$ cat src/rtl/iterative_popcount_if.sv
// rtl/iterative_popcount_if.sv - word-in / count-out val/rdy bundle for iterative_popcount
// ITER_POPCOUNT_ZEROS_EN adds the mode signal that travels with the input word.
interface iterative_popcount_if #(
   parameter int NBITS = 100
);
   localparam int CNT_W = $clog2(NBITS + 1);

   logic             in_val;
   logic             in_rdy;
   logic [NBITS-1:0] in_;
   logic             out_val;
   logic             out_rdy;
   logic [CNT_W-1:0] out;
`ifdef ITER_POPCOUNT_ZEROS_EN
   logic             mode;

   modport master (
      output in_val, in_, mode, out_rdy,
      input  in_rdy, out_val, out
   );
   modport slave (
      input  in_val, in_, mode, out_rdy,
      output in_rdy, out_val, out
   );
`else
   modport master (
      output in_val, in_, out_rdy,
      input  in_rdy, out_val, out
   );
   modport slave (
      input  in_val, in_, out_rdy,
      output in_rdy, out_val, out
   );
`endif
endinterface

$ cat src/rtl/iterative_popcount.sv
// rtl/iterative_popcount.sv - multi-cycle popcount, CHUNK bits per cycle, val/rdy in and out
// ITER_POPCOUNT_ZEROS_EN enables counting zero bits of the real NBITS via bus.mode.
module iterative_popcount #(
   parameter int NBITS = 100,
   parameter int CHUNK = 8
) (
   input logic                 clk,
   input logic                 reset,
   iterative_popcount_if.slave bus
);
   localparam int N_ITER = (NBITS + CHUNK - 1) / CHUNK;
   localparam int WORK_W = CHUNK * N_ITER;
   localparam int CNT_W  = $clog2(NBITS + 1);
   localparam int ITER_W = $clog2(N_ITER + 1);

   typedef enum logic [1:0] {IDLE, CALC, DONE} state_t;

   state_t            state_q;
   logic [WORK_W-1:0] work_q;
   logic [CNT_W-1:0]  acc_q;
   logic [CNT_W-1:0]  acc_d;
   logic [CNT_W-1:0]  chunk_pc;
   logic [CNT_W-1:0]  result_d;
   logic [CNT_W-1:0]  out_q;
   logic [ITER_W-1:0] iter_q;
   logic              in_rdy_q;
   logic              out_val_q;
`ifdef ITER_POPCOUNT_ZEROS_EN
   logic              mode_q;
`endif

   always_comb begin
      chunk_pc = '0;
      for (int i = 0; i < CHUNK; i++) begin
         chunk_pc = chunk_pc + CNT_W'(work_q[i]);
      end
      acc_d = acc_q + chunk_pc;
`ifdef ITER_POPCOUNT_ZEROS_EN
      // Zeros are derived from the final ones count so pad bits never contribute.
      result_d = mode_q ? (CNT_W'(NBITS) - acc_d) : acc_d;
`else
      result_d = acc_d;
`endif
   end

   always_ff @(posedge clk) begin
      if (!reset) begin
         state_q   <= IDLE;
         work_q    <= '0;
         acc_q     <= '0;
         iter_q    <= '0;
         in_rdy_q  <= 1'b0;
         out_val_q <= 1'b0;
         out_q     <= '0;
`ifdef ITER_POPCOUNT_ZEROS_EN
         mode_q    <= 1'b0;
`endif
      end else begin
         case (state_q)
            IDLE: begin
               // in_rdy is held low through reset and rises on the first released edge.
               in_rdy_q <= 1'b1;
               if (in_rdy_q && bus.in_val) begin
                  work_q   <= WORK_W'(bus.in_);
                  acc_q    <= '0;
                  iter_q   <= '0;
                  in_rdy_q <= 1'b0;
                  state_q  <= CALC;
`ifdef ITER_POPCOUNT_ZEROS_EN
                  mode_q   <= bus.mode;
`endif
               end
            end
            CALC: begin
               acc_q  <= acc_d;
               work_q <= work_q >> CHUNK;
               iter_q <= iter_q + ITER_W'(1);
               if (iter_q == ITER_W'(N_ITER - 1)) begin
                  state_q   <= DONE;
                  out_val_q <= 1'b1;
                  out_q     <= result_d;
               end
            end
            DONE: begin
               if (bus.out_rdy) begin
                  state_q   <= IDLE;
                  out_val_q <= 1'b0;
                  out_q     <= '0;
                  in_rdy_q  <= 1'b1;
               end
            end
            default: state_q <= IDLE;
         endcase
      end
   end

   assign bus.in_rdy  = in_rdy_q;
   assign bus.out_val = out_val_q;
   assign bus.out     = out_q;
endmodule

$ cat src/flat_wrapper.sv
// flat-port wrapper written by rule: the top's interface ports become plain ports
module iterative_popcount_flat 
#(
   parameter int NBITS = 100,
   parameter int CHUNK = 8
)
  (clk, reset, bus_in_val, bus_in_, bus_out_rdy, bus_in_rdy, bus_out_val, bus_out);
  iterative_popcount_if #(.NBITS(NBITS)) bus_i ();
  input logic clk;
  input logic reset;
  input wire logic [$bits(bus_i.in_val)-1:0] bus_in_val;
  input wire logic [$bits(bus_i.in_)-1:0] bus_in_;
  input wire logic [$bits(bus_i.out_rdy)-1:0] bus_out_rdy;
  output wire logic [$bits(bus_i.in_rdy)-1:0] bus_in_rdy;
  output wire logic [$bits(bus_i.out_val)-1:0] bus_out_val;
  output wire logic [$bits(bus_i.out)-1:0] bus_out;
  assign bus_i.in_val = bus_in_val;
  assign bus_i.in_ = bus_in_;
  assign bus_i.out_rdy = bus_out_rdy;
  assign bus_in_rdy = bus_i.in_rdy;
  assign bus_out_val = bus_i.out_val;
  assign bus_out = bus_i.out;
  iterative_popcount #(.NBITS(NBITS), .CHUNK(CHUNK)) u_core (.clk(clk), .reset(reset), .bus(bus_i));
endmodule
$ cat config.mk
export PLATFORM = sky130hd
export DESIGN_NAME = iterative_popcount_flat
export DESIGN_NICKNAME = d
export VERILOG_FILES = /design/src/rtl/iterative_popcount_if.sv /design/src/rtl/iterative_popcount.sv /design/src/flat_wrapper.sv
export SDC_FILE = /design/constraint.sdc
export NUM_CORES = 1
export LEC_CHECK = 0
export ABC_AREA = 1
export CAP_MARGIN = 40
export CORE_AREA = 2 2 105 107
export CTS_CLUSTER_DIAMETER = 80
export DETAILED_ROUTE_END_ITERATION = 10
export DIE_AREA = 0 0 107 109
export PLACE_DENSITY_LB_ADDON = 0.08
export SYNTH_ARGS = -nofsm -noshare
export SYNTH_HDL_FRONTEND = slang
export SYNTH_SLANG_ARGS = --single-unit
export TNS_END_PERCENT = 20
$ cat constraint.sdc
create_clock -name clk -period 3.7 [get_ports clk]
set_input_delay 0.555 -clock clk [delete_from_list [all_inputs] [get_ports clk]]
set_output_delay 0.555 -clock clk [all_outputs]
set_load 0.01 [all_outputs]
# --- Word-level counts from Yosys, hierarchy flattened ---
# Cells that the tools add are included.
totals:
  elab_cells: 50
  regBits: 126
  output_inout_bits: 9
  input_bits: 104
op_classes:
  reduce_logical: 9
  addsub: 9
  n_eq_ne: 6
  n_mux: 19
op_table:
  columns: ["op", "n"]
  rows:
  - ["$pmux W104 S2", 1]
  - ["$mux W104", 1]
  - ["$add A7 B1 Y7", 6]
  - ["$pmux W7 S2", 2]
  - ["$mux W7", 3]
  - ["$pmux W4 S2", 1]
  - ["$add A7 B7 Y7", 1]
  - ["$mux W2", 3]
  - ["$pmux W2 S3", 1]
  - ["$reduce_and A3 Y1", 2]
  - ["$reduce_bool A2 Y1", 3]
  - ["$add A4 B1 Y4 const B", 1]
  - ["$eq A4 B4 Y1 const B", 1]
  - ["$mux W1", 4]
  - ["$mux W4", 1]
  - ["$ne A2 B1 Y1 const B", 2]
  - ["$pmux W1 S2", 2]
  - ["$reduce_and A2 Y1", 2]
  - ["$add A1 B1 Y2", 1]
  - ["$eq A2 B1 Y1 const B", 1]
  - ["$eq A2 B2 Y1 const B", 1]
  - ["$logic_not A2 Y1", 1]
  - ["$ne A2 B2 Y1 const B", 1]
  - ["$logic_and A1 B1 Y1", 1]

# --- Logic depth before layout (Yosys ltp) ---
depth:
  depth_word: 10
  mapped_depth: 16
  depth_no_buf: 16

# --- Worst setup path after synthesis ---
# OpenSTA, ideal clock, no wires.
synth_timing:
  path_kind: "reg2reg"
  start: "register u_core.work_q[0]"
  end: "register u_core.acc_q[6]"
  t_arrival_ns: 3.095
  stages_incl_launch_ff: 17
  required_time_ns: 3.630
  setup_ns: 0.070
  slack_ns: 0.534
  cell_sequence: "dfxtp_1 ha_1 inv_1 fa_1 fa_1 fa_1 inv_1 ha_1 inv_1 fa_1 inv_1 nand2_1 nand2_1 nand3_1 nand3_1 nand3_1 a21oi_1"
synth_via:
  elab_chain_cells: 9
synth_lines:
  columns: ["element", "line", "source"]
  rows:
  - ["start, declared", "iterative_popcount.sv:19", "logic [WORK_W-1:0] work_q;"]
  - ["start signal, assigned", "iterative_popcount.sv:64", "work_q <= WORK_W'(bus.in_);"]
  - ["start signal, assigned", "iterative_popcount.sv:76", "work_q <= work_q >> CHUNK;"]
  - ["$add A1 B1 Y2", "iterative_popcount.sv:35", "chunk_pc = chunk_pc + CNT_W'(work_q[i]);"]
  - ["$add A7 B1 Y7 (6 in a row)", "iterative_popcount.sv:35", null]
  - ["$add A7 B7 Y7", "iterative_popcount.sv:37", "acc_d = acc_q + chunk_pc;"]
  - ["$pmux W7 S2", "iterative_popcount.sv:59", "case (state_q)"]
  - ["end signal, assigned", "iterative_popcount.sv:50", "acc_q <= '0;"]
  - ["end signal, assigned", "iterative_popcount.sv:65", "acc_q <= '0;"]
  - ["end signal, assigned", "iterative_popcount.sv:75", "acc_q <= acc_d;"]
  - ["end, declared", "iterative_popcount.sv:20", "logic [CNT_W-1:0] acc_q;"]
# No other way between the ends.
# A chain may end at the register's enable or synchronous reset.

# --- Worst setup path in the final report ---
# Same ends and word-level chain as after synthesis.

==> out/metrics.yaml <==
status: "finished clean"
finalSetupViolations: 0
finalCritPeriodShare: 0.935
placementRows: 38
hold_path_class: "flop to flop"
vias_per_cell: 5.41
final.setup.tns_ns: 0
grt_pass1_vias: 4289
cp_num_cells: 16
grt_setup_unrepaired: "false"
clockBufferDepth: 2
ctsHtreeMaxLevel: 4
worstPathMaxFanout: 3
drt-initial-drc-count: 316
drv_cap: 0
port_buffers: 112
grt_util_all_layers: 0.220
critPathLaunchType: "flop"
place_area_mm2: 0.00629
synth_top_area_frac: 0.476
synthTopCellsByArea: "dfxtp_1, o221ai_1, nor2_1, nand2_1, a21oi_1"
clk_pin_slew_ns: 0.06
layout_setup_ws_ns: 0.240
root_buffer: "clkbuf_8"
synth_cell_types: 23
synth-main-ff-cell: "dfxtp_1"
grt_overflow: 0
finalPower_mw: 3.71
cts_resized: 0
avgSynthCellArea_um2: 8.31
max_slew_margin: 0.534
synth_compound_area_frac: 0.201
wl_per_cell_um: 14.8
crit_path_end: "u_core.acc_q[6]$_SDFFE_PN0P_"
fin_util: 0.649
slowest_delay_ns: 0.55
regToRegStartpoint: "u_core.work_q[0]$_SDFFE_PN0P_"
post-cts-setup-buffers: 0
nFillCells: 915
grt_pass1_wl_um: 20400
vias: 4667
cp.arrival_ns: 3.91
hold_start: "u_core.work_q[97]$_SDFFE_PN0P_"
crit_type: "flop to flop"
dr.pass1.iters: 5
synth_seq_area_share: 0.476
grt_max_degree: 61
fmax_mhz: 289
drc: 0
critPathTopFamily: "adder cells"
place_ws_ns: 0.253
clock_latency_ns: 0.51
slowest_stage: "fa_1"
ys_async_sr_fraction: 0
worstPathRequired_ns: 4.15
die_w_um: 107
fp.dieArea_mm2: 0.0117
coreArea_mm2: 0.0106
synth-simple-area-share: 0.202
leakagePower_nw: 2.66
synth-seq-cells: 122
synth_top_family_by_area: "simple AND/OR/NAND/NOR gates"
cts_buffers: 17
finalClockSkew_ns: 0.0112
ctsHoldBuffers: 0
synthesis.area_mm2: 0.00513
timing.rr.end: "u_core.acc_q[6]$_SDFFE_PN0P_"
syn2layout_area_growth_pct: 34.2
ant_nets: 0
synth_area_leader_cell: "dfxtp_1"
tightest_slew_ns: 0.700
drv_slew: 0
globalplace.congestion: 0.803
synth_enable_flop_cells: 0
synthXorXnorAreaFrac: 0.00171
cts_tree: "done"
final_area_mm2: 0.00688
r2r_slack_ns: 0.24
path_buf_inv: 4
io_pins: 113
initial_core_util: 0.484
layout.nets: 832
crit_start: "u_core.work_q[0]$_SDFFE_PN0P_"
peakVddDrop_mv: 0.248
rr_worst_depth: 16
yosys_warnings: 0
place_hpwl_um: 8250
synth_nets: 739
synthCells: 617
power.density_mw_per_mm2: 539
cp-end-kind: "flop"
synthMuxAreaShare: 0
numClockSinks: 122
wl_um: 12700
drive_gt1_frac: 0.0664
final_hold_viol_count: 0
diodes: 0
grt_antenna_before_repair: 0
crit_chain: "ha_1 -> inv_1 -> fa_1 -> fa_1 -> fa_1 -> inv_1 -> ha_1 -> inv_1 -> fa_1 -> inv_1 -> nand2_1 -> nand2_1 -> nand3_1 -> nand3_1 -> nand3_1 -> a21oi_1"
die_y_um: 109
synth-adder-area-share: 0.0498
fin_crit_ns: 3.46
## worst min path at each step
stage	end	cells past startpoint
final	u_core.work_q[97]$_SDFFE_PN0P_	2
after global routing	u_core.work_q[97]$_SDFFE_PN0P_	2
after CTS	u_core.work_q[97]$_SDFFE_PN0P_	2
after detailed placement	u_core.work_q[97]$_SDFFE_PN0P_	2
after global placement	u_core.bus.out[0]$_SDFFE_PN0P_	2
after floorplan	u_core.iter_q[3]$_SDFFE_PN0P_	1
## cells in the mapped netlist, types with 3 or more instances
library cell,number
nor2_1,174
buf_6,5
nand3_1,18
ha_1,14
clkbuf_1,17
buf_1,5
dfxtp_1,122
nor2_4,3
fa_1,4
o221ai_1,89
a21oi_1,38
nand2_1,65
buf_2,18
inv_2,4
inv_1,29
## state kept, by name (all words and copies together) (netlist names)
register	flops
u_core.state_q	2
u_core.bus.in_rdy	1
u_core.bus.out_val	1
u_core.acc_q	7
u_core.work_q	100
u_core.iter_q	4
u_core.bus.out	7
## tightest hold or removal path: stages (launching register included)
cell,delay (ns)
dfxtp_1,0.31
nand2_1,0.06
a21oi_1,0.05
## kinds of logic after synthesis
kind of cell,count (synthesis)
AND/OR/NAND/NOR,262
AO/OA/AOI/OAI,136
flip-flops,122
buffers and inverters,78
adder cells (fa/ha/maj),18
XOR/XNOR,1
## cells in the final DEF, fill, tap and decap left out, types with 5 or more instances in the layout
| cell | Yosys | final |
|---|---|---|
| a21oi_1 | 38 | 38 |
| clkbuf_16 | 0 | 16 |
| clkdlybuf4s50_1 | 0 | 111 |
| clkinvlp_4 | 0 | 5 |
| dfxtp_1 | 122 | 122 |
| ha_1 | 14 | 14 |
| inv_1 | 29 | 29 |
| nand2_1 | 65 | 65 |
| nand3_1 | 18 | 18 |
| nor2_1 | 174 | 174 |
| o221ai_1 | 89 | 89 |
## final cells by class
| class | count | area [um2] | share of cell area |
|---|---|---|---|
| Clock inverter | 12 | 141 | 0.0205 |
| Sequential cell | 122 | 2440 | 0.355 |
| Multi-Input combinational cell | 417 | 2340 | 0.340 |
| Tap cell | 140 | 175 | 0.0255 |
| Clock buffer | 20 | 445 | 0.0647 |
| Timing Repair Buffer | 119 | 1210 | 0.176 |
| Inverter | 33 | 124 | 0.0180 |
## routing by layer
layer	wire (um)	track usage
met1	5840	0.296
met2	5930	0.345
met3	819	0.0658
met4	142	0.0622
met5	0	0
## per-stage QoR
step / hold WS [ns] / instances
after floorplan: 0.436 / 617
after global placement: 0.449 / 828
after detailed placement: 0.454 / 831
after CTS: 0.461 / 863
after global routing: 0.478 / 863
final: 0.465 / 863
## report_power, final
part,internal [mW],switching [mW]
Combinational,0.280,0.323
Sequential,1.45,0.0687
Clock,0.998,0.594
Note: power is estimated with default switching activity, not from simulation.
